## src/rtl/button_conditioner.sv

```systemverilog
// Button conditioner for a scoreboard controller.
//
// Each of three raw, asynchronous, active-high buttons goes through a 2-flop
// synchronizer and a per-button debouncer. The +1 and +10 buttons then drive
// an auto-repeat FSM (first pulse, delay, periodic repeat while held); the
// clear button yields exactly one pulse per debounced press. Same-cycle
// candidates are arbitrated before the registered outputs.
//
// Ports:
//   CLK        input   clock, all state on the rising edge
//   RST        input   asynchronous active-high reset
//   INC_BTN    input   raw +1 button
//   INC10_BTN  input   raw +10 button
//   CLR_BTN    input   raw clear button
//   INC_P      output  one-cycle +1 command pulse
//   INC10_P    output  one-cycle +10 command pulse
//   CLR_P      output  one-cycle clear-press pulse
//   DB_LEVEL   output  debounced levels {CLR, INC10, INC}
module button_conditioner #(
  parameter int unsigned DEBOUNCE_CYCLES = 4,
  parameter int unsigned REPEAT_DELAY    = 16,
  parameter int unsigned REPEAT_PERIOD   = 8
) (
  input  logic       CLK,
  input  logic       RST,
  input  logic       INC_BTN,
  input  logic       INC10_BTN,
  input  logic       CLR_BTN,
  output logic       INC_P,
  output logic       INC10_P,
  output logic       CLR_P,
  output logic [2:0] DB_LEVEL
);

  // Counters compare against N-1 so the event lands on the N-th counted cycle.
  localparam logic [15:0] DbLast     = 16'(DEBOUNCE_CYCLES - 1);
  localparam logic [15:0] DelayLast  = 16'(REPEAT_DELAY - 1);
  localparam logic [15:0] PeriodLast = 16'(REPEAT_PERIOD - 1);

  typedef enum logic [1:0] {
    StIdle,
    StFirst,
    StWait,
    StRepeat
  } rpt_state_e;

  logic [2:0]  raw;
  logic [2:0]  sync1_q, sync2_q;
  logic [2:0]  db_q;
  logic [15:0] db_cnt_q [3];

  assign raw      = {CLR_BTN, INC10_BTN, INC_BTN};
  assign DB_LEVEL = db_q;

  // Synchronizers and debouncers. The counter only runs while the synchronized
  // level disagrees with the accepted level, so any shorter glitch is dropped.
  always_ff @(posedge CLK or posedge RST) begin
    if (RST) begin
      sync1_q <= '0;
      sync2_q <= '0;
      db_q    <= '0;
      for (int i = 0; i < 3; i++) begin
        db_cnt_q[i] <= '0;
      end
    end else begin
      sync1_q <= raw;
      sync2_q <= sync1_q;
      for (int i = 0; i < 3; i++) begin
        if (sync2_q[i] == db_q[i]) begin
          db_cnt_q[i] <= '0;
        end else if (db_cnt_q[i] == DbLast) begin
          db_q[i]     <= ~db_q[i];
          db_cnt_q[i] <= '0;
        end else begin
          db_cnt_q[i] <= db_cnt_q[i] + 16'd1;
        end
      end
    end
  end

  // Auto-repeat FSMs: index 0 is INC, index 1 is INC10.
  rpt_state_e  state_q [2];
  rpt_state_e  state_d [2];
  logic [15:0] timer_q [2];
  logic [15:0] timer_d [2];
  logic [1:0]  rpt_cand;

  always_comb begin
    for (int i = 0; i < 2; i++) begin
      state_d[i]  = state_q[i];
      timer_d[i]  = timer_q[i] + 16'd1;
      rpt_cand[i] = 1'b0;
      if (!db_q[i]) begin
        state_d[i] = StIdle;
        timer_d[i] = '0;
      end else begin
        unique case (state_q[i])
          StIdle: begin
            state_d[i]  = StFirst;
            timer_d[i]  = '0;
            rpt_cand[i] = 1'b1;
          end
          StFirst: begin
            state_d[i] = StWait;
          end
          StWait: begin
            if (timer_q[i] == DelayLast) begin
              state_d[i]  = StRepeat;
              timer_d[i]  = '0;
              rpt_cand[i] = 1'b1;
            end
          end
          StRepeat: begin
            // Restarting on each repeat keeps the timer bounded while held.
            if (timer_q[i] == PeriodLast) begin
              timer_d[i]  = '0;
              rpt_cand[i] = 1'b1;
            end
          end
          default: begin
            state_d[i] = StIdle;
            timer_d[i] = '0;
          end
        endcase
      end
    end
  end

  always_ff @(posedge CLK or posedge RST) begin
    if (RST) begin
      for (int i = 0; i < 2; i++) begin
        state_q[i] <= StIdle;
        timer_q[i] <= '0;
      end
    end else begin
      for (int i = 0; i < 2; i++) begin
        state_q[i] <= state_d[i];
        timer_q[i] <= timer_d[i];
      end
    end
  end

  // Clear: one candidate per debounced rise, never repeated.
  logic clr_seen_q;
  logic clr_cand;
  logic inc_p_d, inc10_p_d;

  assign clr_cand = db_q[2] & ~clr_seen_q;

  // Clear wins over both increments; simultaneous +1/+10 cancel each other.
  // Losers are discarded, the FSMs advance regardless.
  always_comb begin
    inc_p_d   = rpt_cand[0] & ~rpt_cand[1] & ~clr_cand;
    inc10_p_d = rpt_cand[1] & ~rpt_cand[0] & ~clr_cand;
  end

  always_ff @(posedge CLK or posedge RST) begin
    if (RST) begin
      clr_seen_q <= 1'b0;
      INC_P      <= 1'b0;
      INC10_P    <= 1'b0;
      CLR_P      <= 1'b0;
    end else begin
      clr_seen_q <= db_q[2];
      INC_P      <= inc_p_d;
      INC10_P    <= inc10_p_d;
      CLR_P      <= clr_cand;
    end
  end

endmodule

```

## config.mk

```make
export PLATFORM = sky130hd
export DESIGN_NAME = button_conditioner
export DESIGN_NICKNAME = d
export VERILOG_FILES = /design/src/rtl/button_conditioner.sv
export SDC_FILE = /design/constraint.sdc
export NUM_CORES = 1
export LEC_CHECK = 0
export CORE_MARGIN = 4
export CORE_UTILIZATION = 31
export CTS_CLUSTER_SIZE = 40
export DETAILED_ROUTE_END_ITERATION = 7
export SYNTH_ARGS = -nofsm -noshare
export SYNTH_HDL_FRONTEND = slang
export SYNTH_SLANG_ARGS = --single-unit
```

## constraint.sdc

```tcl
create_clock -name CLK -period 4.7 [get_ports CLK]
set_input_delay 0.705 -clock CLK [delete_from_list [all_inputs] [get_ports CLK]]
set_output_delay 0.705 -clock CLK [all_outputs]
set_load 0.005 [all_outputs]
```

==> impl_metrics.ini <==
[outcome]
status = completed

[setup_path]
cp_slowest_stage_delay_ps = 760
endpoint_kind = flip-flop
reg2reg_from = db_cnt_q[32]$_DFF_PP0_
crit_cells = 5
crit_type = flip-flop to flip-flop
cp_max_fo = 17
cp-start-kind = flip-flop
crit_required_ps = 4940
startpoint = db_cnt_q[32]$_DFF_PP0_
cpMaxStageDelayCell = o41ai_4
reg2reg_depth = 5
crit_path_cell_trace = ha_1, or3b_2, o41ai_4, nor2_1, a31o_1
worst_path_dominant_cell_family = compound AO/OA/AOI/OAI gates
worstPathArrival_ps = 2750
crit_buf_inv = 0

[global_routing]
antenna_found_initial = 0
top_usage_layer = met2
use_met2 = 0.171
grt_use_met3 = 0.0208
grt.total_usage = 0.108
grt_start_max_net_pins = 69
globalRouteMet1Util = 0.139
grt_pass1_vias = 3539
grt_overflow = 0
grt_pass1_wl_mm = 16.1

[min_path]
hp-start = sync1_q[1]$_DFF_PP0_
hold_class = flip-flop to flip-flop
holdPathStages = 0

[synth]
synth.ff_latch_count = 97
synth_warnings = 0
seq_area_frac_synth = 0.499
syn_area_per_cell_um2 = 10.0
synth_top_family_by_area = simple AND/OR/NAND/NOR gates
syn_inst = 484
syn_nets = 502
synthAdderAreaFrac = 0.0335
synthMuxAreaShare = 0.00901
synth.cell_area_um2 = 4860
synth_async_sr_flop_share = 1.00
synthSimpleGateAreaFrac = 0.233
synth_xor_area_frac = 0.123
synth_enable_flop_cells = 0
synth_compound_area_frac = 0.0752
synth.distinct_cells = 45
synth_ff_type = dfrtp_1

[clocking]
cts_root_buf = clkbuf_16
cts_resized = 0
clockBufferDepth = 2
post_cts_buffers = 0
cts_buffers = 9
cts_max_level = 3
clkTransAtPathRegs_ps = 60
insertion_delay_ps = 350
cts_hold_buf = 0
cts.sinks = 97
cts_tree = built

[placement]
portBuffers = 10
place_congestion = 0.854
place_area_um2 = 5170
hpwl_mm = 6.22

[timing]
slew_viol_final = 0
hold_viol = 0
max_freq_mhz = 398
finalSetupViolCount = 0
fin_worst_skew_ps = 8.64
period_minus_slack_ps = 2510
rsz0062_at_grt = false
worst_pin_slew_ps = 1290
tns_ps = 0
post-route-period-util = 0.535
slew-limit-headroom = 0.139
timing.hold.ws_ps = 347

[layout]
final_common_cell = dfrtp_1
stdcell_area_um2 = 5510
num_antenna_cells = 0
nets = 510
syn_to_final_growth_pct = 13.3
final_cell_mix = dfrtp_1 (97), nor2_1 (54), xnor2_1 (48)
final_layout_size_suffix_gt1_frac = 0.0624

[floorplanning]
die_w_um = 133
die_area_um2 = 17700
ios = 11
rows = 45
start_util = 0.319
die_h_um = 133
coreArea_um2 = 15300

[power]
power.total_mw = 2.25
p_leak_nw = 2.12
irDropWorstVdd_mv = 0.243
powerDensity_nw_per_um2 = 408

[drt]
wl_per_cell_um = 13.1
drc = 0
drt-initial-drc-count = 262
vias_per_cell = 5.05
postRouteAntennaNets = 0
wl_mm = 9.25
drtPass1Iterations = 4
vias = 3575

[flow_run]
max-cap-violations = 0
path summary, 6_finish.rpt:
path                                          end  slack [ps]
min in group asynchronous  db_cnt_q[21]$_DFF_PP0_         870
min                          sync2_q[1]$_DFF_PP0_         350
max                        db_cnt_q[47]$_DFF_PP0_        2190
min reg2reg                  sync2_q[1]$_DFF_PP0_         350
max reg2reg                db_cnt_q[47]$_DFF_PP0_        2190
max in group asynchronous   timer_q[26]$_DFF_PP0_        2930
routing by layer:
metal	part of all wire	wire, µm
met4	0.025	231
met2	0.47	4380
met5	0	0
met3	0.030	277
met1	0.47	4360
synthesized netlist by cell type, types with 4 or more instances:
cell      instances  share of area
and2_1            4         0.0051
dfrtp_1          97           0.50
inv_1            19          0.015
or3_1             4         0.0051
nor4_1           30          0.039
o21ai_0           4         0.0041
buf_2             4         0.0041
a21oi_1          28          0.029
nor2_1           54          0.042
a31oi_1           5         0.0064
nor3_1           18          0.019
xor2_1           20          0.036
nand3_1          25          0.026
ha_1             13          0.033
nand4_1          26          0.033
nand2_1          22          0.017
xnor2_1          48          0.086
clkbuf_1          9         0.0069
and3_1            9          0.012
layout make-up:
class,count,area (µm²)
inverter,19,73.8
multi-input combinational,354,2310
clock buffer,10,239
sequential,97,2430
clock inverter,6,90.1
fill,1499,9750
timing repair buffer,11,108
tap,211,264
cells by family after synthesis:
logic type / after synthesis
multiplexers: 4
AND/OR/NAND/NOR: 213
flip-flops: 97
AO/OA/AOI/OAI: 56
buffers and inverters: 33
adder cells (fa/ha/maj): 13
XOR/XNOR: 68
stage by stage:
stage               worst slack, ps   util  std cells
CTS                            2110  0.361        708
floorplan                      1460      -        484
detailed placement             2120  0.339        692
finish                         2190  0.361        708
global placement               2280  0.339        692
global route                   1860  0.361        708
sequential cells by signal, summed over array words and instances, names as in the netlist:
name        cells
state_q         4
clr_seen_q      1
INC10_P         1
CLR_P           1
sync1_q         3
DB_LEVEL        3
timer_q        32
sync2_q         3
INC_P           1
db_cnt_q       48
where the power goes:
group	internal (mW)	leakage (nW)	switching, mW	total (mW)
logic	0.174	0.645	0.252	0.426
clock network	0.483	0.159	0.322	0.804
registers	0.910	1.32	0.108	1.02
total	1.57	2.12	0.681	2.25
(Power assumes the default switching activity.)
